<file path="src/rtl/lifo_stack.sv">
// LIFO stack with occupancy count, threshold flags, replace-top on
// simultaneous push/pop, synchronous clear and registered error pulses.
module lifo_stack #(
  parameter int B  = 8,
  parameter int W  = 4,
  parameter int AF = 14,
  parameter int AE = 2
) (
  input  logic         clk,
  input  logic         reset_n,
  input  logic         clear,
  input  logic         push,
  input  logic         pop,
  input  logic [B-1:0] w_data,
  output logic [B-1:0] r_data,
  output logic [W:0]   count,
  output logic         empty,
  output logic         full,
  output logic         almost_empty,
  output logic         almost_full,
  output logic         overflow,
  output logic         underflow
);

  localparam int          DEPTH   = 2**W;
  localparam logic [W:0]  DEPTH_C = (W+1)'(DEPTH);
  localparam logic [W:0]  AF_C    = (W+1)'(AF);
  localparam logic [W:0]  AE_C    = (W+1)'(AE);
  localparam logic [W:0]  ONE     = (W+1)'(1);

  logic [B-1:0] mem [DEPTH];
  logic [W:0]   sp;
  logic [W:0]   sp_nxt;
  logic [W-1:0] top_addr;
  logic [W-1:0] wr_addr;
  logic         wr_en;
  logic         ovf_nxt;
  logic         udf_nxt;

  // Wraps to DEPTH-1 when sp == DEPTH, which is the real top when full.
  assign top_addr = sp[W-1:0] - W'(1);

  assign count        = sp;
  assign empty        = (sp == '0);
  assign full         = (sp == DEPTH_C);
  assign almost_empty = (sp <= AE_C);
  assign almost_full  = (sp >= AF_C);
  assign r_data       = empty ? '0 : mem[top_addr];

  always_comb begin
    sp_nxt  = sp;
    wr_en   = 1'b0;
    wr_addr = sp[W-1:0];
    ovf_nxt = 1'b0;
    udf_nxt = 1'b0;
    if (clear) begin
      sp_nxt = '0;
    end else begin
      unique case (1'b1)
        (push && !pop): begin
          if (full) begin
            ovf_nxt = 1'b1;
          end else begin
            wr_en  = 1'b1;
            sp_nxt = sp + ONE;
          end
        end
        (!push && pop): begin
          if (empty) udf_nxt = 1'b1;
          else       sp_nxt  = sp - ONE;
        end
        (push && pop): begin
          wr_en = 1'b1;
          if (empty) begin
            sp_nxt  = ONE;
            udf_nxt = 1'b1;
          end else begin
            wr_addr = top_addr;
          end
        end
        default: ;
      endcase
    end
  end

  always_ff @(posedge clk or negedge reset_n) begin
    if (!reset_n) begin
      sp        <= '0;
      overflow  <= 1'b0;
      underflow <= 1'b0;
    end else begin
      sp        <= sp_nxt;
      overflow  <= ovf_nxt;
      underflow <= udf_nxt;
    end
  end

  always_ff @(posedge clk) begin
    if (wr_en) mem[wr_addr] <= w_data;
  end

endmodule

</file>
<file path="config.mk">
export PLATFORM = sky130hd
export DESIGN_NAME = lifo_stack
export DESIGN_NICKNAME = d
export VERILOG_FILES = /design/src/rtl/lifo_stack.sv
export SDC_FILE = /design/constraint.sdc
export NUM_CORES = 1
export LEC_CHECK = 0
export ABC_AREA = 1
export ABC_CLOCK_PERIOD_IN_PS = 2540
export CAP_MARGIN = 10
export CORE_MARGIN = 4
export CORE_UTILIZATION = 54
export DETAILED_ROUTE_END_ITERATION = 8
export MAX_ROUTING_LAYER = met4
export PLACE_DENSITY = 0.73
export SLEW_MARGIN = 20
export SYNTH_ARGS = -nofsm -noshare
export SYNTH_HDL_FRONTEND = slang
export SYNTH_SLANG_ARGS = --single-unit
</file>
<file path="constraint.sdc">
create_clock -name clk -period 2.54 [get_ports clk]
set_input_delay 0.762 -clock clk [delete_from_list [all_inputs] [get_ports clk]]
set_output_delay 0.762 -clock clk [all_outputs]
set_load 0.02 [all_outputs]
</file>
# Yosys cells after proc, flatten, opt, wreduce, memory -nomap -nowiden
# Memory sizes are Yosys's and may differ from the RTL's.
# Index checks and enable logic that the tools add are counted.
classes:
  magnitude_cmp: 2
  n_mux: 20
  add_sub_neg: 3
  n_reduce_logical: 9
  eq_ne: 4
op_table:
  columns: ["op", "n"]
  rows:
  - ["2-to-1 mux 5 bit", 4]
  - ["one-hot mux 5 bit (3 select lines)", 1]
  - ["2-to-1 mux 4 bit", 3]
  - ["2-to-1 mux 1 bit", 10]
  - ["!= test 3 bit (second input constant)", 3]
  - ["2-to-1 mux 8 bit", 1]
  - ["adder 5 x 1 -> 5 bit (second input constant)", 1]
  - ["equality test 5 bit (second input constant)", 1]
  - ["greater-or-equal comparator 5 x 4 -> 1 bit (second input constant)", 1]
  - ["<= comparator 5 x 2 -> 1 bit (second input constant)", 1]
  - ["zero test 5 bit", 1]
  - ["subtractor 5 x 1 -> 5 bit (second input constant)", 1]
  - ["AND reduction 4 bit", 1]
  - ["nonzero test 4 bit", 1]
  - ["subtractor 4 x 1 -> 4 bit (second input constant)", 1]
  - ["logical AND 1 bit", 3]
  - ["zero test 1 bit", 2]
  - ["one-hot mux 1 bit (2 select lines)", 1]
  - ["OR reduction 2 bit", 1]
totals:
  register_bits: 7
  inputBits: 13
  ramBits: 128
  mem_count: 1
mem_list:
  columns: ["memory", "depth", "word_bits", "rd", "rd_clocked_by_memory_dff", "wr", "line", "text"]
  rows:
  - ["mem", 16, 8, 1, 0, 1, "31", "logic [B-1:0] mem [DEPTH];"]

# Longest topological paths before layout
logic_depth:
  ltp_word: 6
  ltp_mapped: 13
  depth_no_buf: 11

# Worst setup path after synthesis
# Ideal clock, no wire load.
synth_path:
  path_type: "reg-to-output"
  from: "register sp[0] (netlist: count[0])"
  to: "output port r_data[5]"
  setup_slack_ns: -0.441
  path_stages_with_launch: 14
  required_ns: 1.778
  arrival_time_ns: 2.219
  path_cell_list: "dfrtp_1 > buf_2 > inv_4 > buf_6 > buf_2 > ha_1 > buf_4 > inv_1 > buf_2 > nor2_1 > o21ai_0 > nand3_1 > nand2_1 > o21ai_1"
synth_between:
  elab_chain_cells: 3
  elab_cells_between_ends: 4
  classes_between: "add/sub: 1; mux: 1; reduce/logical: 1; memory: 1"
synth_lines:
  columns: ["element", "line", "text"]
  rows:
  - ["start, declared", "32", "logic [W:0] sp;"]
  - ["start signal, assigned", "92", "sp <= sp_nxt;"]
  - ["subtractor 4 x 1 -> 4 bit", "41", "assign top_addr = sp[W-1:0] - W'(1);"]
  - ["memory (16 x 8 bit)", null, null]
  - ["2-to-1 mux 8 bit (*)", "48", "assign r_data = empty ? '0 : mem[top_addr];"]
  - ["end, declared", "15", "output logic [B-1:0] r_data,"]
# Every way passes the cells marked *; elsewhere a longest branch is shown, timed or not.

# Final worst setup path
# Ends and elaborated chain as after synthesis.

==> flow_summary.json <==
{
  "status": "finished with violations",
  "violations": "setup timing",
  "synth_cell_types": 34,
  "crit_arrival_ps": 2200,
  "clk_latency_ps": 510,
  "fin_worst_skew_ps": 5.73,
  "final_util_pct": 71.9,
  "worstPathRequired_ps": 1780,
  "slew_viol_final": 0,
  "diodes": 0,
  "cp_top_family": "buffers and inverters",
  "rsz0062_at_grt": "yes",
  "synth_ff_type": "edfxtp_1",
  "tritoncts": "yes",
  "endpoint_kind": "output pin",
  "setup_ws_ps": -421,
  "cts.path.max_buffers": 2,
  "hold_slack_ps": 530,
  "power_density_mw_per_mm2": 1160,
  "peakVddDrop_mv": 0.561,
  "grt_use_met3_pct": 4.46,
  "num_rows": 38,
  "synth_top_area_cell": "edfxtp_1",
  "dp.cells": 767,
  "grt_start_max_net_pins": 45,
  "synth-edff-count": 128,
  "fin_cells": 810,
  "synth_area_leaders": "edfxtp_1 (64%), nand2_1 (8.7%), nand3_1 (6.5%), nor2_1 (5.2%), dfrtp_1 (2.9%)",
  "grt_pass1_vias": 4430,
  "hpwl_um": 9400,
  "synth_common_cells": "nand2_1 (139), edfxtp_1 (128), nor2_1 (84)",
  "leakage_uw": 0.00308,
  "cpPeakStageDelay_ps": 430,
  "syn_nets": 578,
  "use_met1_pct": 32.0,
  "worstSetupPathType": "flip-flop to output pin",
  "die_y_um": 114,
  "min_period_ps": 2960,
  "finish.net_count": 677,
  "synth_cells": 558,
  "overflow": 0,
  "htree_levels": 4,
  "fmax_mhz": 338,
  "cp_num_buf_inv": 3,
  "drtIter0Drc": 443,
  "startpoint_type": "flip-flop",
  "relSlewSlack_pct": 53.3,
  "routed-via-count": 4479,
  "syn_area_sq_mm": 0.00602,
  "cts_buffers": 17,
  "drive_above_1_share_pct": 25.2,
  "crit_chain": "inv_4 > ha_4 > clkbuf_16 > nor2_1 > o21ai_0 > nand3_1 > nand2_2 > o21ai_4 > buf_4",
  "yosysSeqAreaShare_pct": 66.7,
  "grt_util_met2_pct": 38.8,
  "crit_fanout": 13,
  "antenna_left": 0,
  "cts_root_buf": "clkbuf_8",
  "async_reset_ff_share_pct": 5.19,
  "ios": 32,
  "cpMaxStageDelayCell": "dfrtp_2",
  "clk_pin_slew_ps": 60,
  "setup_viol": 10,
  "hold_buffers": 0,
  "wire_per_inst_um": 18.6,
  "grt_pass1_wl_um": 23500,
  "design.core.area_sq_mm": 0.0109,
  "antenna_found_initial": 0,
  "wl_um": 15000,
  "drc": 0,
  "cts_sinks": 135,
  "viasPerCell": 5.53,
  "drt_first_pass_iters": 8,
  "fillers": 727,
  "synth.top_cell.area_share_pct": 63.8,
  "hold_viol": 0,
  "place_congestion": 0.918,
  "portBuffers": 31,
  "start_util_pct": 55.3,
  "ys_warn_count": 0,
  "busiest_layer": "met2",
  "grt_use_total_pct": 24.6,
  "ys_ff_latch": 135,
  "fin_crit_sh_pct": 117,
  "maxCapViolations": 0,
  "tightest_slew_ps": 698,
  "die-area_sq_mm": 0.0129,
  "hold_class": "primary input to async pin",
  "syn2layout_area_growth_pct": 29.9,
  "syn_area_per_cell_sq_um": 10.8,
  "yosysMostFrequentCell": "nand2_1",
  "fp.dieW_um": 114
}
==> kinds of logic after synthesis <==
group           count (synthesis)  synth area share, %
fa+ha+maj                       7                 1.58
simple gates                  315                 22.3
xor+xnor                        2                0.415
compound gates                 49                 4.59
buf+inv                        50                 4.38
flops                         135                 66.7
==> registers in the layout, indices dropped and copies added (netlist names) <==
name and count:
count 5, mem 128, overflow 1, underflow 1
==> routing by layer <==
layer	wire length (um)	up-vias
met2	7570	174
met5	0	-
met4	399	0
met1	6160	2145
li1	-	2119
met3	912	41
==> report_power, final <==
part | switching (uW) | internal [uW]
clock network | 893 | 1690
logic | 2300 | 1610
registers | 35.9 | 2530
==> final timing paths <==
path	cells after the start	endpoint	slack, ps	from
max in group asynchronous	1	count[0]$_DFFE_PN0P_	1710	reset_n
min in group clk	3	count[4]$_DFFE_PN0P_	630	count[4]$_DFFE_PN0P_
hold reg to reg	3	count[4]$_DFFE_PN0P_	630	count[4]$_DFFE_PN0P_
setup reg to reg	10	mem[5][6]$_DFFE_PP_	260	count[0]$_DFFE_PN0P_
setup / recovery	9	r_data[5]	-420	count[0]$_DFFE_PN0P_
hold / removal	1	count[4]$_DFFE_PN0P_	530	reset_n
==> placed cells by master, fill, tap and decap left out, types with 4 or more instances in the layout <==
master,instances
buf_4,65
o21ai_1,7
nand2_1,133
nand3_1,76
a21oi_1,7
nor2_4,7
inv_1,17
clkinv_4,4
buf_12,5
nor2_1,71
clkdlybuf4s50_1,17
dfrtp_1,6
buf_6,14
o21ai_0,21
nor2_2,8
nand2_2,6
bufinv_16,5
edfxtp_1,128
ha_1,4
clkbuf_16,17
==> stage by stage <==
| stage | area, sq um | setup TNS, ps | total power (uW) | worst slack, ps |
|---|---|---|---|---|
| after CTS | 7670 | -3010 | 8800 | -407 |
| after global routing | 7830 | -4060 | 9470 | -504 |
| final | 7830 | -3230 | 9060 | -421 |
| after global placement | 6980 | -7780 | 5990 | -305 |
| after floorplan | 6170 | -557 | 4900 | -83.9 |
| after detailed placement | 6980 | -17120 | 6050 | -378 |
==> repair_timing <==
action,in CTS,in global routing
pin swaps,6,4
buffers inserted,4,7
gates cloned,0,1
resized for setup,87,24
endpoints found under the setup margin,14,12
==> area by class of cell <==
cell class | count | area [sq um] | share of cell area [%]
Multi-Input combinational cell | 373 | 1920 | 24.6
Sequential cell | 135 | 4020 | 51.4
Inverter | 24 | 110 | 1.41
Tap cell | 140 | 175 | 2.24
Timing Repair Buffer | 106 | 968 | 12.4
Clock inverter | 12 | 201 | 2.57
Clock buffer | 20 | 425 | 5.44
Power figures use the tool's default switching activity.
